===== src/rtl/crc_engine_pkg.sv =====
// Shared definitions for the streaming CRC engine: register map, CON field
// positions, FSM state encoding and the maximum CRC length helper.
package crc_engine_pkg;

    localparam int unsigned ADR_CON    = 0;
    localparam int unsigned ADR_POLY   = 1;
    localparam int unsigned ADR_INIT   = 2;
    localparam int unsigned ADR_XOROUT = 3;
    localparam int unsigned ADR_RESULT = 4;
    localparam int unsigned ADR_STATUS = 5;

    localparam int unsigned CON_EN      = 0;
    localparam int unsigned CON_LEN_LO  = 1;
    localparam int unsigned CON_REFIN   = 4;
    localparam int unsigned CON_REFOUT  = 5;
    localparam int unsigned CON_SKIP_LO = 6;

    localparam int unsigned STS_BUSY = 0;
    localparam int unsigned STS_DONE = 1;
    localparam int unsigned STS_ERR  = 2;

    // Skip counter holds up to 3 bytes = 24 bits.
    localparam int unsigned SKIPW = 5;

    typedef enum logic [1:0] {
        ST_IDLE = 2'd0,
        ST_RUN  = 2'd1,
        ST_DONE = 2'd2
    } state_e;

    function automatic int max_len_bytes(input int cw);
        return cw / 8;
    endfunction

endpackage


===== src/rtl/crc_engine_step.sv =====
// Combinational DW-bit CRC update: walks the beat bit by bit, first draining
// the skip counter, then shifting the active-width LFSR.
module crc_step
    import crc_engine_pkg::*;
#(
    parameter int CW = 32,
    parameter int DW = 8
) (
    input  logic [CW-1:0]    lfsr_i,
    input  logic [CW-1:0]    poly_i,
    input  logic [CW-1:0]    mask_i,
    input  logic [DW-1:0]    dat_i,
    input  logic             refin_i,
    input  logic [SKIPW-1:0] skip_i,
    output logic [CW-1:0]    lfsr_o,
    output logic [SKIPW-1:0] skip_o
);

    logic [CW-1:0] top_s;

    assign top_s = mask_i & ~(mask_i >> 1);

    // Unrolled serial update over all DW bits of the beat
    always_comb begin
        logic [CW-1:0]    l_s;
        logic [SKIPW-1:0] s_s;
        logic             d_s;
        logic             fb_s;
        l_s  = lfsr_i;
        s_s  = skip_i;
        d_s  = 1'b0;
        fb_s = 1'b0;
        for (int i = 0; i < DW; i++) begin
            d_s = refin_i ? dat_i[i] : dat_i[DW-1-i];
            if (s_s != '0) begin
                s_s = s_s - SKIPW'(1);
            end else begin
                fb_s = (|(l_s & top_s)) ^ d_s;
                l_s  = ((l_s << 1) & mask_i) ^ (fb_s ? (poly_i & mask_i) : '0);
            end
        end
        lfsr_o = l_s;
        skip_o = s_s;
    end

endmodule


===== src/rtl/crc_engine.sv =====
// Streaming CRC engine configured over the ICB register bus; consumes DW bits
// per accepted beat and presents the frame CRC on a valid/ready result port.
module crc_engine
    import crc_engine_pkg::*;
#(
    parameter int CW = 32,
    parameter int DW = 8,
    parameter int AW = 8
) (
    input  logic          clk,
    input  logic          rst_,
    input  logic          icb_wr,
    input  logic [AW-1:0] icb_wadr,
    input  logic [31:0]   icb_wdat,
    output logic          icb_wack,
    input  logic          icb_rd,
    input  logic [AW-1:0] icb_radr,
    output logic [31:0]   icb_rdat,
    output logic          icb_rack,
    input  logic          in_vld,
    output logic          in_rdy,
    input  logic [DW-1:0] in_dat,
    input  logic          in_last,
    output logic          out_vld,
    input  logic          out_rdy,
    output logic [CW-1:0] out_crc
);

    localparam int MAXLEN = max_len_bytes(CW);

    state_e           state_q, state_d;
    logic [7:0]       con_q, con_d;
    logic [CW-1:0]    poly_q, poly_d, init_q, init_d, xorout_q, xorout_d;
    logic [CW-1:0]    result_q, result_d, out_crc_q, out_crc_d, lfsr_q, lfsr_d;
    logic [SKIPW-1:0] skip_q, skip_d;
    logic             err_q, err_d;

    logic             en_s, refin_s, refout_s, active_s, len_ok_s, abort_s;
    logic [2:0]       len_s, wdat_len_s;
    logic [SKIPW-1:0] skip_load_s, step_skip_s;
    logic [CW-1:0]    mask_s, step_lfsr_s, rev_full_s, rev_s, final_s;
    logic             wr_con_s, wr_poly_s, wr_init_s, wr_xor_s, wr_sts_s;
    int               sh_s;

    assign en_s        = con_q[CON_EN];
    assign len_s       = con_q[CON_LEN_LO +: 3];
    assign refin_s     = con_q[CON_REFIN];
    assign refout_s    = con_q[CON_REFOUT];
    assign skip_load_s = SKIPW'({con_q[CON_SKIP_LO +: 2], 3'b000});
    assign active_s    = (state_q != ST_IDLE);

    assign wr_con_s   = icb_wr && (icb_wadr == AW'(ADR_CON));
    assign wr_poly_s  = icb_wr && (icb_wadr == AW'(ADR_POLY));
    assign wr_init_s  = icb_wr && (icb_wadr == AW'(ADR_INIT));
    assign wr_xor_s   = icb_wr && (icb_wadr == AW'(ADR_XOROUT));
    assign wr_sts_s   = icb_wr && (icb_wadr == AW'(ADR_STATUS));
    assign wdat_len_s = icb_wdat[CON_LEN_LO +: 3];
    assign len_ok_s   = (wdat_len_s != 3'd0) && (int'(wdat_len_s) <= MAXLEN);
    assign abort_s    = wr_con_s && !icb_wdat[CON_EN];

    // Active-width mask: low 8*len bits set
    always_comb begin
        mask_s = '0;
        for (int i = 0; i < CW; i++) begin
            if (i < 8 * int'(len_s)) begin
                mask_s[i] = 1'b1;
            end else begin
                mask_s[i] = 1'b0;
            end
        end
    end

    crc_step #(.CW(CW), .DW(DW)) u_step (
        .lfsr_i  (lfsr_q),
        .poly_i  (poly_q),
        .mask_i  (mask_s),
        .dat_i   (in_dat),
        .refin_i (refin_s),
        .skip_i  (skip_q),
        .lfsr_o  (step_lfsr_s),
        .skip_o  (step_skip_s)
    );

    // Reflection over the active width is a full reversal shifted back down
    always_comb begin
        rev_full_s = '0;
        for (int i = 0; i < CW; i++) begin
            rev_full_s[i] = step_lfsr_s[CW-1-i];
        end
    end

    assign sh_s    = (8 * int'(len_s) <= CW) ? (CW - 8 * int'(len_s)) : 0;
    assign rev_s   = rev_full_s >> sh_s;
    assign final_s = ((refout_s ? rev_s : step_lfsr_s) ^ xorout_q) & mask_s;

    // Register writes and FSM next state; error set wins over a same-cycle clear
    always_comb begin
        state_d   = state_q;
        con_d     = con_q;
        poly_d    = poly_q;
        init_d    = init_q;
        xorout_d  = xorout_q;
        result_d  = result_q;
        out_crc_d = out_crc_q;
        lfsr_d    = lfsr_q;
        skip_d    = skip_q;
        err_d     = err_q;

        if (wr_sts_s && icb_wdat[STS_ERR]) begin
            err_d = 1'b0;
        end else begin
            err_d = err_q;
        end

        if (wr_con_s) begin
            if (!icb_wdat[CON_EN]) begin
                con_d = icb_wdat[7:0];
            end else if (active_s) begin
                err_d = 1'b1;
            end else if (!len_ok_s) begin
                con_d = {icb_wdat[7:1], 1'b0};
                err_d = 1'b1;
            end else begin
                con_d = icb_wdat[7:0];
            end
        end else begin
            con_d = con_q;
        end

        if ((wr_poly_s || wr_init_s || wr_xor_s) && active_s) begin
            err_d = 1'b1;
        end else if (wr_poly_s) begin
            poly_d = icb_wdat[CW-1:0];
        end else if (wr_init_s) begin
            init_d = icb_wdat[CW-1:0];
        end else if (wr_xor_s) begin
            xorout_d = icb_wdat[CW-1:0];
        end else begin
            poly_d = poly_q;
        end

        case (state_q)
            ST_IDLE: begin
                if (en_s) begin
                    state_d = ST_RUN;
                    lfsr_d  = init_q & mask_s;
                    skip_d  = skip_load_s;
                end else begin
                    state_d = ST_IDLE;
                end
            end
            ST_RUN: begin
                if (in_vld) begin
                    lfsr_d = step_lfsr_s;
                    skip_d = step_skip_s;
                    if (in_last) begin
                        state_d   = ST_DONE;
                        out_crc_d = final_s;
                    end else begin
                        state_d = ST_RUN;
                    end
                end else begin
                    state_d = ST_RUN;
                end
            end
            ST_DONE: begin
                if (out_rdy) begin
                    state_d  = ST_RUN;
                    lfsr_d   = init_q & mask_s;
                    skip_d   = skip_load_s;
                    result_d = out_crc_q;
                end else begin
                    state_d = ST_DONE;
                end
            end
            default: begin
                state_d = ST_IDLE;
            end
        endcase

        if (abort_s) begin
            state_d  = ST_IDLE;
            result_d = result_q;
        end else begin
            result_d = result_d;
        end
    end

    // State and configuration registers
    always_ff @(posedge clk or posedge rst_) begin
        if (rst_) begin
            state_q   <= ST_IDLE;
            con_q     <= 8'd0;
            poly_q    <= '0;
            init_q    <= '0;
            xorout_q  <= '0;
            result_q  <= '0;
            out_crc_q <= '0;
            lfsr_q    <= '0;
            skip_q    <= '0;
            err_q     <= 1'b0;
        end else begin
            state_q   <= state_d;
            con_q     <= con_d;
            poly_q    <= poly_d;
            init_q    <= init_d;
            xorout_q  <= xorout_d;
            result_q  <= result_d;
            out_crc_q <= out_crc_d;
            lfsr_q    <= lfsr_d;
            skip_q    <= skip_d;
            err_q     <= err_d;
        end
    end

    // Read mux, combinational from registers
    always_comb begin
        icb_rdat = 32'd0;
        case (icb_radr)
            AW'(ADR_CON):    icb_rdat = {24'd0, con_q};
            AW'(ADR_POLY):   icb_rdat = 32'(poly_q);
            AW'(ADR_INIT):   icb_rdat = 32'(init_q);
            AW'(ADR_XOROUT): icb_rdat = 32'(xorout_q);
            AW'(ADR_RESULT): icb_rdat = 32'(result_q);
            AW'(ADR_STATUS): icb_rdat = {29'd0, err_q, state_q == ST_DONE, state_q == ST_RUN};
            default:         icb_rdat = 32'd0;
        endcase
    end

    assign icb_wack = icb_wr;
    assign icb_rack = icb_rd;
    assign in_rdy   = (state_q == ST_RUN);
    assign out_vld  = (state_q == ST_DONE);
    assign out_crc  = out_crc_q;

endmodule


===== config.mk =====
export PLATFORM = sky130hd
export DESIGN_NAME = crc_engine
export DESIGN_NICKNAME = d
export VERILOG_FILES = /design/src/rtl/crc_engine_pkg.sv /design/src/rtl/crc_engine_step.sv /design/src/rtl/crc_engine.sv
export SDC_FILE = /design/constraint.sdc
export NUM_CORES = 1
export LEC_CHECK = 0
export BUFFER_PORTS_ARGS = -buffer_cell sky130_fd_sc_hd__buf_2
export CORE_UTILIZATION = 45
export CTS_CLUSTER_DIAMETER = 80
export CTS_CLUSTER_SIZE = 30
export DETAILED_ROUTE_END_ITERATION = 8
export PLACE_DENSITY_LB_ADDON = 0.25
export SETUP_SLACK_MARGIN = 0.5
export SLEW_MARGIN = 10
export SYNTH_ARGS = -nofsm -noshare
export SYNTH_HDL_FRONTEND = slang
export SYNTH_SLANG_ARGS = --single-unit

===== constraint.sdc =====
create_clock -name clk -period 23.3 [get_ports clk]
set_input_delay 4.66 -clock clk [delete_from_list [all_inputs] [get_ports clk]]
set_output_delay 4.66 -clock clk [all_outputs]
set_load 0.02 [all_outputs]

Yosys cells after proc, flatten, opt, wreduce, memory -nomap -nowiden
Cells that the tools add are included.
Storage, ports and cells
  bits in registers: 208
  output and inout bits: 68
  input bits: 63
Cells by class
  multiplexer cells: 90
  $add $sub $neg: 9
  bitwise logic cells: 42
  $lt $le $gt $ge: 34
  eq/ne operators: 15
  reductions and logical operators: 41
  shift-type cells: 1
Operator list (count)
  $mux W32: 21
  $and A32 B32 Y32: 20
  $xor A32 B32 Y32: 9
  $reduce_or A32 Y1: 8
  $pmux W32 S6: 1
  $lt A5 B6 Y1 const A: 16
  $pmux W32 S3: 1
  $mux W5: 11
  $lt A4 B6 Y1 const A: 8
  $mux W1: 48
  $reduce_bool A5 Y1: 8
  $sub A5 B1 Y5 const B: 8
  $eq A8 B2 Y1 const B: 4
  $not A31 Y32: 1
  $shr A32 B32 Y32: 1
  $eq A8 B3 Y1 const B: 3
  $lt A3 B6 Y1 const A: 4
  $eq A8 B1 Y1 const B: 2
  $logic_not A8 Y1: 2
  $mux W8: 2
  $pmux W5 S3: 1
  $lt A1 B6 Y1 const A: 2
  $lt A2 B6 Y1 const A: 2
  $logic_and A1 B1 Y1: 9
  19 further kinds: 40

Logic depth before layout (Yosys ltp)
  depth in word-level cells: 56
  gate-level depth with buffers: 57
  mapped depth without buffers: 45

Modules after synthesis
Synthesis repeated with hierarchy kept, for this count alone.
Second synthesis, totals
  cells, all modules: 4331
  area total of the unflattened synthesis: 30671.9 sq um
By module, submodules not included
  crc_step: sequential area each 0.0 sq um, cells an instance 3393, area each 20129.3 sq um, times used 1
  crc_engine: sequential area each 5205.0 sq um, cells an instance 938, area each 10542.6 sq um, times used 1

Worst setup path after synthesis
No wires, ideal clock.
  path kind: register to register
  start: register skip_q[2]
  end: register out_crc_q[0], in the netlist out_crc[0]
  arrival time: 13.031 ns
  buffers on the path: 16
  setup slack: 10.173 ns
  library setup time: 0.096 ns
  stages on the path, launching flop included: 56
  path through: dfrtp_1 inv_1 ha_1 nand3b_1 clkbuf_1 xnor2_1 inv_1 ha_1 o211ai_1 clkbuf_1 clkbuf_1 buf_1 xnor2_1 ha_1 o21ai_0 nor3_1 clkbuf_1 buf_1 [20 not listed] ha_1 nand3b_1 nor2_1 clkbuf_1 buf_1 mux2i_1 inv_1 ha_1 and3b_1 and2_0 nor3_1 or3b_2 o21ai_0 a31oi_1 o211a_1 o32ai_2 xnor2_1 o31ai_1
Between the ends
  word-level cells in the longest chain between the ends: 48
RTL lines
  start, declared: RTL line crc_engine.sv:35  | logic [SKIPW-1:0] skip_q, skip_d;
  start signal, assigned: RTL line crc_engine.sv:211  | skip_q <= skip_d;
  $reduce_bool A5 Y1: RTL line crc_engine_step.sv:35  | if (s_s != '0) begin
  $mux W32: RTL line crc_engine_step.sv:35
  $and A32 B32 Y32: RTL line crc_engine_step.sv:38  | fb_s = (|(l_s & top_s)) ^ d_s;
  $reduce_or A32 Y1: RTL line crc_engine_step.sv:38
  $xor A1 B1 Y1: RTL line crc_engine_step.sv:38
  $mux W32: RTL line crc_engine_step.sv:39  | l_s = ((l_s << 1) & mask_i) ^ (fb_s ? (poly_i & mask_i) : '0);
  $xor A32 B32 Y32: RTL line crc_engine_step.sv:39
  $mux W32: RTL line crc_engine_step.sv:35
  [32 not listed]
  $xor A1 B1 Y1: RTL line crc_engine_step.sv:38
  $mux W32: RTL line crc_engine_step.sv:39
  $xor A32 B32 Y32: RTL line crc_engine_step.sv:39
  $mux W32 *: RTL line crc_engine_step.sv:35
  $shr A32 B32 Y32: RTL line crc_engine.sv:93  | assign rev_s = rev_full_s >> sh_s;
  $mux W32 *: RTL line crc_engine.sv:94  | assign final_s = ((refout_s ? rev_s : step_lfsr_s) ^ xorout_q) & mask_s;
  $xor A32 B32 Y32 *: RTL line crc_engine.sv:94
  $and A32 B32 Y32 *: RTL line crc_engine.sv:94
  end signal, assigned: RTL line crc_engine.sv:209  | out_crc_q <= out_crc_d;
  end, declared: RTL line crc_engine.sv:34  | logic [CW-1:0] result_q, result_d, out_crc_q, out_crc_d, lfsr_q, lfsr_d;
Every way passes the cells marked *; elsewhere a longest branch is shown, timed or not.
A chain may end at the register's enable or synchronous reset.

Worst setup path after layout
  start: input port in_dat[0]
  end: register out_crc_q[2], in the netlist out_crc[2]
Between the ends
  word-level cells in the longest chain between the ends: 51
RTL lines
  start, declared: RTL line crc_engine.sv:22  | input logic [DW-1:0] in_dat,
  $mux W1: RTL line crc_engine_step.sv:34  | d_s = refin_i ? dat_i[i] : dat_i[DW-1-i];
  $xor A1 B1 Y1: RTL line crc_engine_step.sv:38
  $mux W32: RTL line crc_engine_step.sv:39
  $xor A32 B32 Y32: RTL line crc_engine_step.sv:39
  $mux W32: RTL line crc_engine_step.sv:35
  $and A32 B32 Y32: RTL line crc_engine_step.sv:38
  $reduce_or A32 Y1: RTL line crc_engine_step.sv:38
  $xor A1 B1 Y1: RTL line crc_engine_step.sv:38
  [35 not listed]
  $xor A1 B1 Y1: RTL line crc_engine_step.sv:38
  $mux W32: RTL line crc_engine_step.sv:39
  $xor A32 B32 Y32: RTL line crc_engine_step.sv:39
  $mux W32 *: RTL line crc_engine_step.sv:35
  $shr A32 B32 Y32: RTL line crc_engine.sv:93
  $mux W32 *: RTL line crc_engine.sv:94
  $xor A32 B32 Y32 *: RTL line crc_engine.sv:94
  $and A32 B32 Y32 *: RTL line crc_engine.sv:94
Marks and branches as above.

==> out/metrics.yaml <==
worst_setup_path:
  cpPeakStageDelay_ps: 830
  setup.worst_path.start_class: "input pin"
  cp_top_family: "compound AO/OA/AOI/OAI gates"
  crit_path_max_fanout: 39
  crit_buf_inv: 4
  required_ps: 23700
  path_class: "in -> reg"
  cp_slowest_cell: "xnor2_4"
  critPathCaptureType: "register"
  cp_data_arrival_time_ps: 16290
clocking:
  post_cts_buffers: 0
  cts_sinks: 208
  htree_num_levels: 1
  cts_buffers: 11
  path_clk_slew_ps: 110
  cts_buffer_depth: 3
  cts_tree: "yes"
  cts.repair.resized: 0
  cts_root_buf: "clkbuf_16"
  cts_hold_buf: 0
  clk_latency_ps: 500
place:
  hpwl_um: 64100
  gp_congestion: 1.04
  port_buffers: 128
grt:
  grt.overflow.total: 0
  grt_pass1_vias: 19538
  grt_pass1_wl_um: 127000
  antenna_found_initial: 0
  grtUsageTotal: 0.379
  grt_max_degree: 96
worst_hold_path:
  hold_path.class: "reg -> reg"
synthesis:
  synth-seq-cells: 208
  synth.mux.area_fraction: 0.123
  synth.distinct_cells: 103
  seq_area_frac_synth: 0.265
  yosysWarnings: 0
  synth_edf_count: 0
  syn_area_per_cell_sq_um: 7.99
  synth_area_sq_um: 19700
  ys_async_sr_fraction: 1.00
  yosys.area_share.simple: 0.186
  synth_compound_area_frac: 0.250
  synth_top_family_by_area: "compound AO/OA/AOI/OAI gates"
  synthAdderAreaFrac: 0.00763
  netlist_instances: 2464
  ys.flop_type: "dfrtp_1"
  syn-num-nets: 2539
  synthXorXnorAreaFrac: 0.120
floorplanning:
  rows: 76
  die_y_um: 211
  core_area_sq_um: 43100
  start_util: 0.457
  io_pins: 131
  die_w_um: 211
  die_area_sq_um: 44600
sta:
  fmax_mhz: 62.9
  fin_crit_sh: 0.682
  fin_crit_ps: 15890
  maxSlewHeadroom: 0.286
  finalSetupViolations: 0
  rsz0062_at_grt: "false"
  tightest_slew_ps: 1040
  clock_skew_ps: 49.8
  final-hold-violation-count: 0
  slew_violations: 0
  setup-tns-final_ps: 0
routing:
  postRouteAntennaNets: 0
  drtPass1Iterations: 6
  wl_per_cell_um: 27.8
  wl_um: 85300
  drc: 0
  drtIter0Drc: 2530
  avgViaCountPerCell: 6.65
  vias: 20434
cells_and_area:
  area_growth_pct: 7.84
  n_antenna_cell: 0
  nets: 2563
  drive_gt1_frac: 0.167
outcome:
  status: "complete, no violations"
job:
  cap_viol_max_count: 0
registers in the layout, summed over array words and instances, names as in the netlist:
name,count
xorout_q,32
poly_q,32
out_crc,32
init_q,32
result_q,32
lfsr_q,32
err_q,1
state_q,2
skip_q,5
con_q,8
logic make-up after synthesis:
kind of cell,Yosys count
AO/OA/AOI/OAI,702
XOR/XNOR,265
multiplexers,222
adder cells (fa/ha/maj),12
AND/OR/NAND/NOR,821
flip-flops,208
buffers and inverters,234
worst register-to-register path, delay by kind of cell (launching register included):
family                    cells  cell delay, ps
buffers and inverters         3            1100
DFF                           1             900
and+or+nand+nor               7            1360
AOI/OAI and AO/OA            15            4410
muxes                         5            2180
xor gates and xnor gates      6            2620
per-layer routing:
metal	track usage	wire, um
met1	0.511	35000
met2	0.591	38300
met3	0.0574	7770
met4	0.188	4160
met5	0	0
layout make-up:
class                      count  area [sq um]
inverter                      48           188
multi-input combinational   2022         13600
tap                          585           732
clock buffer                  11           275
clock inverter                 3          90.1
timing repair buffer         197          1160
sequential                   208          5200
fill                        4203         21900
worst paths after layout:
path / cells after the start / endpoint / startpoint / slack (ps)
hold reg to reg: 2 / lfsr_q[24]$_DFFE_PP0P_ / init_q[24]$_DFFE_PP0P_ / 510
setup / recovery: 37 / out_crc[2]$_DFFE_PP0P_ / in_dat[0] / 7410
setup reg to reg: 36 / out_crc[2]$_DFFE_PP0P_ / con_q[4]$_DFFE_PP0P_ / 10650
max in group asynchronous: 4 / poly_q[12]$_DFFE_PP0P_ / rst_ / 17000
min in group asynchronous: 2 / xorout_q[2]$_DFFE_PP0P_ / rst_ / 4250
hold / removal: 2 / lfsr_q[24]$_DFFE_PP0P_ / init_q[24]$_DFFE_PP0P_ / 510
synthesized netlist by cell type (all sizes together), types with 31 or more instances:
| library cell | number | area (sq um) |
|---|---|---|
| dfrtp | 208 | 5200 |
| mux2 | 147 | 1660 |
| nand3 | 38 | 190 |
| nand2 | 370 | 1390 |
| xor2 | 132 | 1160 |
| xnor2 | 133 | 1210 |
| a221o | 31 | 310 |
| clkbuf | 144 | 541 |
| o22ai | 64 | 400 |
| a22oi | 66 | 495 |
| mux2i | 75 | 758 |
| inv | 46 | 173 |
| nor3 | 50 | 288 |
| o31ai | 32 | 269 |
| nor2 | 223 | 840 |
| o221ai | 31 | 278 |
| buf | 42 | 233 |
| a21oi | 144 | 736 |
| o21ai | 146 | 738 |
per-stage QoR:
step | hold WS [ps] | instance area, sq um | utilization | setup slack (ps) | cells
after floorplan | 475 | 19700 | - | 10170 | 2464
after global placement | 488 | 20900 | 0.484 | 7420 | 3060
after detailed placement | 494 | 20900 | 0.484 | 7150 | 3060
after CTS | 517 | 21200 | 0.493 | 7620 | 3074
after global routing | 524 | 21200 | 0.493 | 6650 | 3074
final | 510 | 21200 | 0.493 | 7410 | 3074
placed cells by master, fill, tap and decap left out, types with 73 or more instances in the layout:
cell     count
dfrtp_1    208
mux2i_1     73
a21oi_1    142
nor2_1     220
xor2_1     132
buf_2      128
xnor2_1    126
nand2_1    370
mux2_2     144
o21ai_0    102
Power is not shown: default switching activity piles up to over one toggle a cycle in this logic, so the estimate is an artifact.
